--- config.mk ---
export PLATFORM = sky130hd
export DESIGN_NAME = ws2812_frame_sequencer
export DESIGN_NICKNAME = d
export VERILOG_FILES = /design/src/rtl/ws2812_pkg.sv /design/src/rtl/ws2812_latch_timer.sv /design/src/rtl/ws2812_frame_sequencer.sv
export SDC_FILE = /design/constraint.sdc
export NUM_CORES = 1
export LEC_CHECK = 0
export CAP_MARGIN = 20
export CORE_ASPECT_RATIO = 1.25
export CORE_MARGIN = 10
export CORE_UTILIZATION = 46
export CTS_CLUSTER_SIZE = 40
export DETAILED_ROUTE_END_ITERATION = 16
export PLACE_DENSITY = 0.73
export SLEW_MARGIN = 40
export SYNTH_ARGS = -nofsm -noshare
export SYNTH_HDL_FRONTEND = slang
export SYNTH_SLANG_ARGS = --single-unit
--- constraint.sdc ---
create_clock -name clk -period 2.4 [get_ports clk]
set_input_delay 0.48 -clock clk [delete_from_list [all_inputs] [get_ports clk]]
set_output_delay 0.48 -clock clk [all_outputs]
set_load 0.02 [all_outputs]
--- src/rtl/ws2812_pkg.sv ---
// Shared types and helpers for the WS2812 matrix frame sequencer.
package ws2812_pkg;
  localparam int PIX_W  = 6;
  localparam int FRM_W  = 5;
  localparam int ADDR_W = PIX_W + FRM_W;

  typedef enum logic [2:0] {
    S_IDLE,
    S_FETCH,
    S_CAPTURE,
    S_SEND,
    S_LATCH,
    S_HOLD
  } state_e;

  // WS2812 expects green first on the wire.
  function automatic logic [23:0] pack_grb(input logic [7:0] r, input logic [7:0] g,
                                           input logic [7:0] b);
    return {g, r, b};
  endfunction
endpackage

--- src/rtl/ws2812_latch_timer.sv ---
// Latch-gap counter: armed by start, held at zero while hold is high,
// pulses done combinationally on its last counted cycle.
module ws2812_latch_timer #(
  parameter int CYCLES = 1000
) (
  input  logic clk,
  input  logic rst_n,
  input  logic start,
  input  logic hold,
  output logic done,
  output logic busy
);
  localparam int CW = (CYCLES > 1) ? $clog2(CYCLES) : 1;
  localparam logic [CW-1:0] LAST = CW'(CYCLES - 1);

  logic [CW-1:0] cnt_q, cnt_d;
  logic          busy_q, busy_d;

  always_comb begin
    done   = busy_q && !hold && (cnt_q == LAST);
    busy_d = busy_q;
    cnt_d  = cnt_q;
    if (start) begin
      busy_d = 1'b1;
      cnt_d  = '0;
    end else if (busy_q) begin
      if (hold) begin
        cnt_d = '0;
      end else if (done) begin
        busy_d = 1'b0;
        cnt_d  = '0;
      end else begin
        cnt_d = cnt_q + 1'b1;
      end
    end
  end

  always_ff @(posedge clk or negedge rst_n) begin
    if (!rst_n) begin
      cnt_q  <= '0;
      busy_q <= 1'b0;
    end else begin
      cnt_q  <= cnt_d;
      busy_q <= busy_d;
    end
  end

  assign busy = busy_q;
endmodule

--- src/rtl/ws2812_frame_sequencer.sv ---
// Walks one stored frame pixel by pixel into the WS2812 transmitter, then
// enforces the latch gap and the frame period before moving to the next frame.
module ws2812_frame_sequencer
  import ws2812_pkg::*;
#(
  parameter int NUM_PIXELS   = 64,
  parameter int NUM_FRAMES   = 32,
  parameter int RESET_CYCLES = 1000,
  parameter int FRAME_CYCLES = 1200000
) (
  input  logic              clk,
  input  logic              rst_n,
  input  logic              enable,
  input  logic              hold_frame,
  output logic [ADDR_W-1:0] mem_addr,
  output logic              mem_rd_en,
  input  logic [7:0]        red_in,
  input  logic [7:0]        green_in,
  input  logic [7:0]        blue_in,
  output logic [23:0]       tx_data,
  output logic              tx_valid,
  input  logic              tx_ready,
  input  logic              tx_idle,
  output logic [PIX_W-1:0]  pixel_out,
  output logic [FRM_W-1:0]  frame_out,
  output logic              latching,
  output logic              frame_done,
  output logic              overrun
);
  localparam int PIX_SH = $clog2(NUM_PIXELS);
  localparam int TW     = $clog2(FRAME_CYCLES);
  localparam logic [TW-1:0]    T_LAST = TW'(FRAME_CYCLES - 1);
  localparam logic [PIX_W-1:0] P_LAST = PIX_W'(NUM_PIXELS - 1);
  localparam logic [FRM_W-1:0] F_LAST = FRM_W'(NUM_FRAMES - 1);

  state_e             state_q, state_d;
  logic [PIX_W-1:0]   pixel_q, pixel_d;
  logic [FRM_W-1:0]   frame_q, frame_d;
  logic [ADDR_W-1:0]  mem_addr_q, mem_addr_d;
  logic               mem_rd_en_q, mem_rd_en_d;
  logic [23:0]        tx_data_q, tx_data_d;
  logic               tx_valid_q, tx_valid_d;
  logic               frame_done_q, frame_done_d;
  logic               overrun_q, overrun_d;
  logic [TW-1:0]      timer_q, timer_d;
  logic               late_q, late_d;
  logic               latch_start, latch_done, latch_busy;

  ws2812_latch_timer #(.CYCLES(RESET_CYCLES)) u_latch (
    .clk   (clk),
    .rst_n (rst_n),
    .start (latch_start),
    .hold  (!tx_idle),
    .done  (latch_done),
    .busy  (latch_busy)
  );

  always_comb begin
    state_d      = state_q;
    pixel_d      = pixel_q;
    frame_d      = frame_q;
    mem_addr_d   = mem_addr_q;
    mem_rd_en_d  = 1'b0;
    tx_data_d    = tx_data_q;
    tx_valid_d   = tx_valid_q;
    frame_done_d = 1'b0;
    overrun_d    = overrun_q;
    latch_start  = 1'b0;
    timer_d      = (timer_q == T_LAST) ? timer_q : timer_q + 1'b1;
    // late_q means the timer already sat at its limit a cycle ago, i.e. the
    // frame is past its period rather than exactly on it.
    late_d       = (timer_q == T_LAST);

    case (state_q)
      S_IDLE: begin
        if (enable) begin
          state_d     = S_FETCH;
          mem_rd_en_d = 1'b1;
          timer_d     = '0;
          late_d      = 1'b0;
        end
      end
      S_FETCH: state_d = S_CAPTURE;
      S_CAPTURE: begin
        state_d    = S_SEND;
        tx_data_d  = pack_grb(red_in, green_in, blue_in);
        tx_valid_d = 1'b1;
      end
      S_SEND: begin
        if (tx_ready) begin
          tx_valid_d = 1'b0;
          if (pixel_q == P_LAST) begin
            pixel_d     = '0;
            state_d     = S_LATCH;
            latch_start = 1'b1;
          end else begin
            pixel_d     = pixel_q + 1'b1;
            state_d     = S_FETCH;
            mem_rd_en_d = 1'b1;
          end
        end
      end
      S_LATCH: begin
        if (latch_done) begin
          state_d      = S_HOLD;
          frame_done_d = 1'b1;
        end
      end
      S_HOLD: begin
        if (timer_q == T_LAST) begin
          if (late_q) overrun_d = 1'b1;
          if (!hold_frame) frame_d = (frame_q == F_LAST) ? '0 : frame_q + 1'b1;
          if (enable) begin
            state_d     = S_FETCH;
            mem_rd_en_d = 1'b1;
            timer_d     = '0;
            late_d      = 1'b0;
          end else begin
            state_d   = S_IDLE;
            tx_data_d = '0;
          end
        end
      end
      default: state_d = S_IDLE;
    endcase

    if (mem_rd_en_d) mem_addr_d = (ADDR_W'(frame_d) << PIX_SH) | ADDR_W'(pixel_d);
  end

  always_ff @(posedge clk or negedge rst_n) begin
    if (!rst_n) begin
      state_q      <= S_IDLE;
      pixel_q      <= '0;
      frame_q      <= '0;
      mem_addr_q   <= '0;
      mem_rd_en_q  <= 1'b0;
      tx_data_q    <= '0;
      tx_valid_q   <= 1'b0;
      frame_done_q <= 1'b0;
      overrun_q    <= 1'b0;
      timer_q      <= '0;
      late_q       <= 1'b0;
    end else begin
      state_q      <= state_d;
      pixel_q      <= pixel_d;
      frame_q      <= frame_d;
      mem_addr_q   <= mem_addr_d;
      mem_rd_en_q  <= mem_rd_en_d;
      tx_data_q    <= tx_data_d;
      tx_valid_q   <= tx_valid_d;
      frame_done_q <= frame_done_d;
      overrun_q    <= overrun_d;
      timer_q      <= timer_d;
      late_q       <= late_d;
    end
  end

  assign mem_addr   = mem_addr_q;
  assign mem_rd_en  = mem_rd_en_q;
  assign tx_data    = tx_data_q;
  assign tx_valid   = tx_valid_q;
  assign pixel_out  = pixel_q;
  assign frame_out  = frame_q;
  assign latching   = latch_busy;
  assign frame_done = frame_done_q;
  assign overrun    = overrun_q;
endmodule

==> impl_summary.txt <==
----------------------------------------------------
[Logic synthesis]
  Share of cell area taken by muxes after synthesis ... 4.45%
  Fraction of synthesis flops using an asynchronous set or reset pin ... 100%
  Net Count, Synth ... 386
  Synthesis Warnings ... 0
  Sequential element share of the synthesized area ... 55.4%
  Xor and xnor area share after synthesis ... 4.28%
  Cell with the most instances after synthesis ... sky130_fd_sc_hd__dfrtp_1
  Most area-hungry cell type in the Yosys netlist ... sky130_fd_sc_hd__dfrtp_1
  Yosys top cell area share ... 55.4%
  Share of synthesized cell area in full adder, half adder and majority cells ... 1.61%
  Number of synthesized register bits ... 86
  Combinational family with the most area after synthesis ... simple AND/OR/NAND/NOR gates
  Number of instances in the synthesized netlist ... 351
  Post-synth EDFFs ... 0
  Number of different library cells in the post-synthesis netlist ... 53
  Synth area leaders ... sky130_fd_sc_hd__dfrtp_1 (55%), sky130_fd_sc_hd__a22o_1 (6.1%), sky130_fd_sc_hd__nor2_1 (3.5%)
  Post-synth design cell area ... 0.00388 mm²
  Mean cell area of the mapped netlist ... 11.1 µm²
  Simple-gate share of the synthesized area ... 18.4%
  Flip-flop cell with the highest count after synthesis ... sky130_fd_sc_hd__dfrtp_1
  Complex-gate fraction of the synthesized area ... 13.4%
  Commonest cells in the netlist ... sky130_fd_sc_hd__dfrtp_1 (86), sky130_fd_sc_hd__nor2_1 (36), sky130_fd_sc_hd__a22o_1 (27), sky130_fd_sc_hd__nand2_1 (27), sky130_fd_sc_hd__nand3_1 (14)

[Cells and area]
  P&R area growth vs syn ... 32.8%
  Number of nets in the layout ... 484
  Ant. Diodes ... 0
  Post-layout instance count excluding filler cells ... 551
  Layout cells sized above 1 ... 13.9%
  Layout filler cell count ... 686
  Total area of multi-input combinational cells ... 0.00166 mm²
  Post-layout util ... 62.6%
  Post-layout instance area ... 0.00516 mm²
  Register Area ... 0.00215 mm²

[STA]
  Final critical-path required period ... 2.27 ns
  Final hold vios ... 0
  Transition at the pin with the smallest max-transition slack ... 0.663 ns
  Slew margin rel. ... 55.8%
  Pins Over Slew Limit ... 0
  Total Negative Setup Slacks ... 0 ns
  Unrepaired setup endpoints after global routing ... no
  Hold slack ... 0.160 ns
  Max Clock Skew ... 0.0111 ns
  Number of setup violations in the final report ... 0
  Fin crit share ... 94.5%
  Fmax ... 441 MHz

[Clock tree]
  Source-to-sink clock delay at the later pin of the worst-skew pair ... 0.36 ns
  Post-CTS Hold Buffers ... 0
  CTS tree ... yes
  Clock transition at the register clock pins on the worst setup and hold paths after CTS ... 0.08 ns
  Number of resized instances in the post-cts repair step ... 0
  Clock Path Buffers ... 2
  Setup bufs post-CTS ... 0
  CTS Sinks ... 86
  Cell chosen for the clock root ... sky130_fd_sc_hd__clkbuf_8
  TritonCTS Buffers ... 9
  H-tree level count ... 3

[Routing]
  Number of detailed-route iterations in the first pass ... 4
  WL per Instance ... 16.6 µm
  Number of vias in the routed layout ... 3044
  Iteration-0 DRC Markers ... 99
  Total wire length ... 9.13 mm
  Post-detailed-route via-to-cell ratio ... 5.52
  Remaining design rule violation count ... 0
  Number of antenna-violating nets in the routed design ... 0

[Critical path]
  CP Data Arrival Time ... 2.51 ns
  Longest individual stage delay on the worst path ... 0.56 ns
  Worst path buffer plus inverter count ... 0
  Element type at the critical path end ... flip-flop
  Critical path class ... reg2reg
  Type of element launching the critical path ... flip-flop
  Dominant cell type by count on the critical path ... sky130_fd_sc_hd__mux2_4
  Largest fanout on the critical path ... 5
  Sequence of cells on the critical path ... ha_1 -> nand4_2 -> or4_1 -> or2_4 -> mux2_4 -> mux2_4
  Dominant delay contributor by cell family on the critical path ... simple AND/OR/NAND/NOR gates
  Required time worst endpoint ... 2.64 ns
  Max stage delay cell, worst path ... sky130_fd_sc_hd__or4_1

[Global routing]
  Via count of the first global-routing pass ... 3325
  GRT Util Overall ... 15.7%
  Initial antenna violation count ... 0
  Remaining Overflow, GRT ... 0
  First-pass GRT wire length ... 15.7 mm
  Largest net degree at the start of global routing ... 55

[Floorplan]
  Floorplan Core Area ... 0.00824 mm²
  Number of top-level design ports ... 81
  Die width ... 102 µm
  Die area ... 0.0125 mm²
  Row cnt ... 37
  Vertical die dimension ... 123 µm
  Initial core utilization ... 47.1%

[Power]
  Total power per unit cell area ... 1060 mW/mm²
  Worst IR Drop VDD ... 741 µV
  Leak Pwr ... 2.30 nW

[Run]
  Maximum capacitance violations ... 0

[Place]
  Placer's final routability congestion estimate ... 0.847
  Placed instance count ... 535
  Post-placement cell area ... 0.00492 mm²
  Detailed placement HPWL ... 6.76 mm
  IO Port Bufs ... 80

[Worst hold path]
  Worst Hold Class ... in2async

[Run status]
  Outcome ... complete, no violations

----------------------------------------------------
-- placed cells by master (no fill, tap or decap), drive strengths merged, types with 5 or more instances in the layout --
master         Yosys  final
a21oi              7      7
a22o              27     27
and3               5      5
buf                4     23
clkbuf            11     11
clkdlybuf4s50      0     79
dfrtp             86     86
ha                 5      5
inv                8      8
mux2              12     12
nand2             27     27
nand3             14     14
nand4              7      7
nor2              36     36
nor3               9      9
nor4               6      6
nor4b              5      5
o21ai             11     11
xnor2             12     12
xor2               7      7
-- routing by layer --
| layer | share of wire [%] | GRT usage (%) | routed length (µm) | vias up |
|---|---|---|---|---|
| met4 | 1.4 | 6.10 | 130 | 0 |
| li1 | - | - | - | 1470 |
| met5 | 0 | 0 | 0 | - |
| met2 | 48 | 25.4 | 4390 | 78 |
| met3 | 8.8 | 6.91 | 805 | 14 |
| met1 | 42 | 17.9 | 3810 | 1482 |
-- report_power, final --
part	internal [W]	leakage, nW	switching (W)
Combinational	0.00108	1.08	0.00111
Clock	0.000643	0.116	0.000502
Sequential	0.00186	1.10	0.000290
Total	0.00358	2.30	0.00190
-- final timing paths --
kind	startpoint	to	slack, ns	cells past startpoint
setup / recovery	timer_q[0]$_DFF_PN0_	mem_addr[10]$_DFFE_PN0P_	0.13	6
hold / removal	rst_n	tx_data[13]$_DFFE_PN0P_	0.16	1
setup reg to reg	timer_q[0]$_DFF_PN0_	mem_addr[10]$_DFFE_PN0P_	0.13	6
hold reg to reg	tx_data[20]$_DFFE_PN0P_	tx_data[20]$_DFFE_PN0P_	0.50	1
max in group asynchronous	rst_n	u_latch.cnt_q[9]$_DFFE_PN0P_	1.62	2
min in group clk	tx_data[20]$_DFFE_PN0P_	tx_data[20]$_DFFE_PN0P_	0.50	1
-- cells by family after synthesis --
family | count (synthesis)
DFF | 86
xor gates and xnor gates | 19
AOI/OAI and AO/OA | 69
buffers and inverters | 23
and+or+nand+nor | 134
adders and majority gates | 5
muxes | 15
-- flip-flops by register name, summed over array words and instances (netlist names), 3 cells and up --
signal         cells
mem_addr          11
frame_out          5
u_latch.cnt_q     10
timer_q           21
pixel_out          6
state_q            3
tx_data           24
-- layout make-up --
cell class              count  area share, %
multi-input cells         242           32.1
clock buffers              11           2.94
inverters                   8          0.582
repair buffers            102           18.7
flip-flops and latches     86           41.7
clock inverters             5           1.58
well taps                  97           2.35
-- metrics by stage --
| step | total power [W] | setup slack [ns] |
|---|---|---|
| floorplan | 0.00333 | 0.154 |
| global placement | 0.00432 | -0.0306 |
| detailed placement | 0.00437 | -0.0467 |
| CTS | 0.00554 | 0.00880 |
| global route | 0.00583 | 0.0162 |
| finish | 0.00548 | 0.131 |
-- worst reg2reg max path, cell delays in order, from the launching register on --
cell and delay [ns]:
sky130_fd_sc_hd__dfrtp_1 0.36, sky130_fd_sc_hd__ha_1 0.25, sky130_fd_sc_hd__nand4_2 0.15, sky130_fd_sc_hd__or4_1 0.57, sky130_fd_sc_hd__or2_4 0.29, sky130_fd_sc_hd__mux2_4 0.31
sky130_fd_sc_hd__mux2_4 0.25
No activity file was read; power rests on OpenSTA's default activity.
